--- src/rtl/regfile_wb_sched.sv ---
// regfile_wb_sched
// Arbitrates the single regfile write port between the ALU and LSU writeback
// sources and keeps the per-register busy scoreboard used by decode for
// RAW/WAW hazard stalls.
module regfile_wb_sched #(
    parameter int XLEN = 64,
    parameter int AW   = 5
) (
    input  logic                 clk,
    input  logic                 rst_n,
    input  logic                 issue_valid,
    input  logic [AW-1:0]        issue_rs1,
    input  logic [AW-1:0]        issue_rs2,
    input  logic [AW-1:0]        issue_rd,
    input  logic                 issue_wr,
    output logic                 issue_stall,
    input  logic                 alu_valid,
    input  logic [AW-1:0]        alu_rd,
    input  logic [XLEN-1:0]      alu_data,
    output logic                 alu_ready,
    input  logic                 lsu_valid,
    input  logic [AW-1:0]        lsu_rd,
    input  logic [XLEN-1:0]      lsu_data,
    output logic                 lsu_ready,
    output logic                 rd_write,
    output logic [AW-1:0]        rd,
    output logic [XLEN-1:0]      rd_data,
    output logic [(2**AW)-1:0]   busy,
    output logic                 wb_err
);

    localparam int NREG = 2**AW;

    // Round-robin memory: which source won the most recent grant.
    localparam logic [0:0] SRC_ALU = 1'b0;
    localparam logic [0:0] SRC_LSU = 1'b1;

    logic [0:0]      rr_last;
    logic            alu_gnt;
    logic            lsu_gnt;
    logic            any_gnt;
    logic [AW-1:0]   win_rd;
    logic [XLEN-1:0] win_data;
    logic            accept;
    logic [NREG-1:0] busy_set;
    logic [NREG-1:0] busy_clr;
    logic [NREG-1:0] busy_next;

    // Hazard detection looks only at the registered scoreboard (no bypass).
    always_comb begin
        issue_stall = issue_valid &
                      (busy[issue_rs1] | busy[issue_rs2] | (issue_wr & busy[issue_rd]));
        accept      = issue_valid & ~issue_stall;
    end

    // Writeback arbitration: sole requester wins, on conflict the source
    // that did not win last time is granted.
    always_comb begin
        alu_gnt   = alu_valid & (~lsu_valid | (rr_last == SRC_LSU));
        lsu_gnt   = lsu_valid & ~alu_gnt;
        any_gnt   = alu_gnt | lsu_gnt;
        alu_ready = alu_gnt;
        lsu_ready = lsu_gnt;
        win_rd    = lsu_gnt ? lsu_rd   : alu_rd;
        win_data  = lsu_gnt ? lsu_data : alu_data;
    end

    // Scoreboard next state: clear on regfile consume, set on accepted issue;
    // a set on the same edge as a clear of the same register takes priority.
    always_comb begin
        busy_set = '0;
        busy_clr = '0;
        if (rd_write) begin
            busy_clr[rd] = 1'b1;
        end
        if (accept && issue_wr && (issue_rd != '0)) begin
            busy_set[issue_rd] = 1'b1;
        end
        busy_next    = (busy & ~busy_clr) | busy_set;
        busy_next[0] = 1'b0;
    end

    // Registered write port toward the regfile; rd/rd_data hold when idle.
    always_ff @(posedge clk or negedge rst_n) begin
        if (!rst_n) begin
            rd_write <= 1'b0;
            rd       <= '0;
            rd_data  <= '0;
        end else if (any_gnt) begin
            rd_write <= (win_rd != '0);
            rd       <= win_rd;
            rd_data  <= win_data;
        end else begin
            rd_write <= 1'b0;
        end
    end

    // Arbitration history; reset to LSU so the ALU wins the first conflict.
    always_ff @(posedge clk or negedge rst_n) begin
        if (!rst_n) begin
            rr_last <= SRC_LSU;
        end else if (any_gnt) begin
            rr_last <= lsu_gnt ? SRC_LSU : SRC_ALU;
        end
    end

    // Busy scoreboard register.
    always_ff @(posedge clk or negedge rst_n) begin
        if (!rst_n) begin
            busy <= '0;
        end else begin
            busy <= busy_next;
        end
    end

    // Sticky error: a writeback granted to a register nobody marked busy.
    always_ff @(posedge clk or negedge rst_n) begin
        if (!rst_n) begin
            wb_err <= 1'b0;
        end else if (any_gnt && (win_rd != '0) && !busy[win_rd]) begin
            wb_err <= 1'b1;
        end
    end

endmodule

--- config.mk ---
export PLATFORM = sky130hd
export DESIGN_NAME = regfile_wb_sched
export DESIGN_NICKNAME = d
export VERILOG_FILES = /design/src/rtl/regfile_wb_sched.sv
export SDC_FILE = /design/constraint.sdc
export NUM_CORES = 1
export LEC_CHECK = 0
export CAP_MARGIN = 20
export CORE_MARGIN = 1
export CORE_UTILIZATION = 44
export CTS_BUF_LIST = sky130_fd_sc_hd__clkbuf_8
export DETAILED_ROUTE_END_ITERATION = 8
export HOLD_SLACK_MARGIN = 0.1
export PLACE_DENSITY = 0.84
export SLEW_MARGIN = 10
export SYNTH_ARGS = -nofsm -noshare
export SYNTH_HDL_FRONTEND = slang
export SYNTH_SLANG_ARGS = --single-unit
--- constraint.sdc ---
create_clock -name clk -period 4.6 [get_ports clk]
set_input_delay 1.15 -clock clk [delete_from_list [all_inputs] [get_ports clk]]
set_output_delay 1.15 -clock clk [all_outputs]
set_load 0.01 [all_outputs]
==> impl_metrics.csv, run 1 <==
group,metric,value,unit
drt,antenna_left,0,
die,die_h,117.9,microns
layout,multi_input_area,0.003070,sq mm
die,die-area,0.01389,sq mm
global_routing,grt_use_met2,53.05,%
worst_setup_path,max_stage_delay,0.46,ns
sta,final_max_slew_viol_count,0,
logic_synthesis,async_flop_share,100.0,%
cts,clkLatencyLatePin,0.38,ns
sta,finClkSkew,0.01196,ns
logic_synthesis,synth_warnings,0,
logic_synthesis,syn-num-nets,767,
worst_hold_path,min_from,"wb_err",
drt,drc,0,
sta,slew_headroom,39.36,%
outcome,status,"completed",
cts,cts_root_buffer,"clkbuf_8",
cts,clkSinkCount,103,
placement,place_area,0.008731,sq mm
layout,final_common_cell,"clkdlybuf4s50_1",
worst_setup_path,critPathLaunchType,"input port",
die,initial_utilization,45.87,%
drt,wl_per_cell,20.74,microns
placement,gp_congestion,1.075,
sta,fmax,224.1,MHz
layout,regArea,0.002579,sq mm
worst_setup_path,crit_fanout,12,
die,rows,41,
global_routing,grt_pass1_vias,6348,
drt,first_pass_iters,5,
sta,worst_pin_slew,0.9067,ns
logic_synthesis,ys_seq_elements,103,
worst_hold_path,hp-class,"flip-flop to flip-flop",
worst_setup_path,crit_slowest_cell,"clkdlybuf4s50_1",
logic_synthesis,syn_inst,608,
global_routing,grt_pass1_wl,33.90,mm
worst_setup_path,ff2ff_setup_slack,1.97,ns
drt,viasPerCell,6.061,
cts,cts_buffers,9,
drt,drtIter0Drc,557,
die,ios,265,
sta,timing.final.crit_share,97.01,%
pwr,leakage,3.604,nW
sta,rsz0062_at_grt,"no",
global_routing,grt_max_degree,65,
worst_setup_path,crit_path_start,"issue_rd[1]",
sta,finalHoldViolCount,0,
worst_setup_path,worst_ep_arrival_time,3.31,ns
global_routing,grt_use_met1,35.69,%
job,maxCapViolCount,0,
drt,wl,21.53,mm
global_routing,met3_usage,7.025,%
layout,nets,1019,
worst_setup_path,r2r_start,"busy[26]",
worst_setup_path,crit_chain,"clkdlybuf4s50_1, buf_4, mux4_1, nor2b_1, a41oi_1, nand4_1, a211o_1, o21a_1, dlygate4sd2_1",
logic_synthesis,synth-edff-count,0,
layout,area_delta_synth_final,51.69,%
die,die_x,117.9,microns
worst_setup_path,critPathKind,"input port to output pin",
logic_synthesis,ys_seq_area_share,43.67,%
logic_synthesis,postSynthAreaPerCell,9.713,sq um
cts,ctsLongestPathBuffers,2,
cts,clk_pin_slew,0.10,ns
sta,setup-tns-final,0,ns
global_routing,busiest_layer,"met2",
sta,finalSetupViolCount,0,
global_routing,overflow,0,
cts,cts_setup_buffers,0,
global_routing,track_usage,31.31,%
placement,numPortBuffers,263,
layout,final_cell_area,0.008959,sq mm
worst_setup_path,required,3.45,ns
layout,final_cell_mix,"clkdlybuf4s50_1, nor2_1, dfrtp_1",
pwr,p_per_area,416.6,mW/mm^2
cts,cts_tree,"built",
drt,num_vias,6291,
logic_synthesis,synth_flop_cell,"dfrtp_1",
logic_synthesis,syn_area,0.005906,sq mm
worst_hold_path,whs_path_depth,2,
worst_setup_path,reg2reg_depth,7,
logic_synthesis,synthDistinctLibCells,49,
global_routing,antenna_found_initial,0,
cts,htreeDepth,3,
layout,drive_gt1_share,9.364,%
worst_setup_path,r2r_end,"busy[20]",
die,core,0.01288,sq mm
sta,fin_crit,4.463,ns
worst_setup_path,cp-end-kind,"output pin",
pwr,peakVddDrop,197.8,uV
worst_hold_path,hold_end,"wb_err",
layout,fillers,982,
placement,hpwl,16.11,mm
-- routing by layer --
layer,vias to the layer above,share of wire [%]
li1,2790,-
met1,3010,36
met2,409,49
met3,82,9.0
met4,0,6.0
met5,-,0
-- cells by family (layout without fill, tap and decap cells) --
kind of cell           Yosys count  count (layout)  synth area share, %
buffers and inverters           58             315                4.322
multiplexers                    71              71                16.53
other                            1               2              0.06350
flip-flops                     103             103                43.67
AO/OA/AOI/OAI                  171             171                20.11
AND/OR/NAND/NOR                204             204                15.32
-- cell usage after synthesis, types with 2 or more instances --
cell       count  area [sq um]
a2111oi_0      2         17.52
a211o_1        3         26.28
a211oi_1       8         60.06
a21oi_1       10         50.05
a41oi_1        3         26.28
buf_1         13         48.80
buf_2          3         15.01
buf_6          4         45.04
clkbuf_1      29         108.9
dfrtp_1      102          2552
inv_1          7         26.28
mux2_2         7         78.83
mux2i_1       45         450.4
mux4_1         5         131.4
mux4_2        14         315.3
nand2_1       17         63.81
nand2b_1       2         12.51
nand3_1        8         40.04
nand3b_1       9         67.56
nand4_1        2         12.51
nand4b_1       3         26.28
nor2_1       140         525.5
nor2b_1       12         75.07
o2111ai_1      2         17.52
o21ai_0       32         160.2
o22ai_1       66         412.9
o311ai_0       2         17.52
o31ai_1        2         15.01
o41ai_1       27         236.5
o41ai_2        4         65.06
or3_1          3         18.77
or3b_2         5         43.79
-- stage by stage --
stage                     utilization [%]  instances  setup WS (ns)  power (mW)  hold WS [ns]
final                               69.58       1038         0.1375       3.732        0.4920
after global routing                69.56       1037        0.06592       3.888        0.5427
after CTS                           69.52       1037        0.03591       3.707        0.4990
after detailed placement            67.81       1020        -0.3372       3.105        0.4740
after global placement              67.81       1020        -0.3018       3.042        0.4813
after floorplan                         -        608         0.4831       2.174        0.4693
-- report_power, final --
group          switching, mW  internal [mW]
Sequential             0.436           1.11
Clock                  0.327          0.276
Combinational          0.676          0.909
-- state kept, by name, summed over array words and instances, names as in the netlist --
name      flops
rd_write      1
rd            5
rr_last       1
busy         31
rd_data      64
wb_err        1
-- cell type report --
type	instances	share of cell area, %
timing repair buffer	291	31.79
clock inverter	6	0.8520
multi-input combinational	447	34.27
clock buffer	10	1.536
tap	172	2.402
sequential	103	28.78
antenna	1	0.02793
inverter	8	0.3352
-- worst max-delay path by stage --
stage	end	slack, ns	depth (start not counted)
final	issue_stall	0.14	9
after global routing	issue_stall	0.07	9
after CTS	issue_stall	0.04	7
after detailed placement	issue_stall	-0.34	9
after global placement	issue_stall	-0.30	9
after floorplan	issue_stall	0.48	7
-- repair_timing --
item / 4_1_cts / 5_1_grt
hold buffers: 0 / 0
pin swaps: 2 / 0
gates cloned: 1 / 0
endpoints found under the setup margin: 1 / 1
endpoints found under the hold margin: 0 / 0
gates resized for setup: 5 / 2
-- critical path: cells and delay by family --
kind / cells / cell delay (ns)
buffers and inverters: 3 / 0.93
AO/OA/AOI/OAI: 3 / 0.69
multiplexers: 1 / 0.28
AND/OR/NAND/NOR: 2 / 0.26
Note: power is estimated with default switching activity, not from simulation.
==> run 2: changes to the inputs <==
- CORE_UTILIZATION: 44 -> 49
- DONT_BUFFER_PORTS: unset -> 1
- PLACE_DENSITY: 0.84 -> 0.64
- TNS_END_PERCENT: unset -> 5
==> impl_metrics.csv, run 2 (synthesis gave the netlist of run 1 again) <==
group,metric,value,unit
outcome,status,"complete, but fails checks",
outcome,failed_checks,"DRC",
global_routing,grt_max_degree,104,
cts,cts_tree,"built",
pwr,peakVddDrop,231.6,uV
die,initial_utilization,51.07,%
die,ios,265,
drt,num_vias,5066,
drt,met2_length,8.409,mm
layout,finish.utilization,52.76,%
job,maxCapViolCount,0,
drt,met1_length,6.674,mm
cts,clk_pin_slew,0.10,ns
sta,timing.final.crit_share,82.16,%
layout,area_delta_synth_final,3.326,%
worst_setup_path,r2r_start,"busy[25]",
die,die-area,0.01250,sq mm
drt,met3WireLength,2.243,mm
layout,reg_top3,"rd_data (64), busy (31), rd (5)",
global_routing,track_usage,28.31,%
cts,cts_buffers,9,
placement,placed_cells,709,
sta,worst_pin_slew,0.7262,ns
global_routing,grt_pass1_wl,26.90,mm
sta,rsz0062_at_grt,"no",
worst_setup_path,cp-end-kind,"output pin",
layout,top_register,"rd_data",
global_routing,antenna_found_initial,1,
worst_setup_path,critPathKind,"input port to output pin",
sta,fmax,264.6,MHz
sta,finClkSkew,0.01480,ns
worst_setup_path,ff2ff_setup_slack,1.91,ns
die,die_x,111.8,microns
worst_hold_path,hp-class,"input port to asynchronous set/reset pin",
pwr,leakage,2.438,nW
drt,drc,13,
cts,cts_resized,0,
layout,nets,736,
global_routing,grt_pass1_vias,4917,
sta,timing.hold.ws,0.4551,ns
worst_setup_path,critPathLaunchType,"input port",
sta,finalHoldViolCount,0,
sta,finalSetupViolCount,0,
die,rows,39,
worst_setup_path,max_stage_delay,0.51,ns
die,die_h,111.8,microns
cts,htreeDepth,3,
worst_setup_path,crit_path_start,"issue_rd[0]",
placement,gp_congestion,0.9099,
placement,numPortBuffers,0,
drt,wl_per_cell,24.61,microns
placement,hpwl,12.65,mm
worst_setup_path,crit_fanout,13,
layout,final_cell_mix,"nor2_1, dfrtp_1, o22ai_1",
cts,ctsLongestPathBuffers,2,
drt,wl,17.87,mm
cts,clkLatencyLatePin,0.38,ns
layout,largest_reg_flops,64,
pwr,p_per_area,498.1,mW/mm^2
cts,clkSinkCount,103,
layout,drive_gt1_share,10.14,%
placement,dp_slack,0.8356,ns
drt,antenna_left,0,
worst_setup_path,required,3.45,ns
sta,setup-tns-final,0,ns
drt,top_layer_used,"met4",
die,core,0.01156,sq mm
sta,fin_crit,3.779,ns
layout,final_common_cell,"nor2_1",
drt,first_pass_iters,8,
sta,layout_setup_ws,0.8207,ns
sta,slew_headroom,51.59,%
worst_setup_path,worst_ep_arrival_time,2.63,ns
worst_setup_path,crit_slowest_cell,"mux4_1",
drt,drtIter0Drc,529,
worst_setup_path,crit_chain,"mux4_1, nor2b_1, a41oi_1, nand4_1, a211o_1, o21a_1",
cts,hold_buffers,0,
sta,final_max_slew_viol_count,0,
cts,cts_root_buffer,"clkbuf_8",
drt,viasPerCell,6.978,
layout,finalNonFillerCells,726,
cts,cts_setup_buffers,0,
global_routing,overflow,0,
layout,fillers,1049,
## run 2: changes by cell type in the layout (fill, tap and decap cells not counted)
cell and delta:
clkinvlp_4 +2, clkinv_4 -2, mux4_1 +1, clkinv_2 +2, dlygate4sd2_1 -2, dlymetal6s2s_1 -2
buf_4 -18, clkbuf_8 -1, bufinv_16 -1, mux4_2 -1, buf_2 -1, buf_6 -2
clkdlybuf4s50_1 -258
## run 2: metal layers
metal / GRT usage, % / vias up
li1: - / 2226
met1: 35.45 / 2408
met2: 43.56 / 394
met3: 10.40 / 38
met4: 13.33 / 0
met5: 0 / -
## run 2: final cells by class
type / instances / area [sq um] / area share [%]
repair buffers: 8 / 60.06 / 0.9842
inverters: 8 / 30.03 / 0.4921
diodes: 1 / 2.502 / 0.04101
clock inverters: 7 / 53.80 / 0.8817
multi-input cells: 447 / 3074 / 50.38
flip-flops and latches: 103 / 2579 / 42.26
well taps: 143 / 178.9 / 2.932
clock buffers: 9 / 123.9 / 2.030
## run 2: where the power goes
| part | total [mW] | internal [mW] | switching (mW) | leakage [nW] |
|---|---|---|---|---|
| registers | 1.66 | 1.11 | 0.552 | 1.19 |
| clock network | 0.529 | 0.202 | 0.327 | 0.0879 |
| logic | 0.851 | 0.442 | 0.409 | 1.17 |
| total | 3.04 | 1.75 | 1.29 | 2.44 |
## run 2: critical path: cells and delay by family
| kind | cells | cell delay (ns) |
|---|---|---|
| muxes | 1 | 0.51 |
| and+or+nand+nor | 2 | 0.25 |
| AOI/OAI and AO/OA | 3 | 0.71 |
## run 2: final timing paths
path	endpoint	cells past startpoint
hold / removal	rd_data[41]	0
setup / recovery	issue_stall	6
hold reg to reg	rr_last	2
setup reg to reg	busy[3]	7
min in group clk	rr_last	2
max in group asynchronous	rr_last	0
## run 2: per-stage QoR
stage / total power, mW / cell area [sq um]
floorplan: 2.174 / 5906
global route: 3.200 / 6102
CTS: 3.034 / 6100
detailed placement: 2.501 / 5922
finish: 3.040 / 6102
global placement: 2.468 / 5922
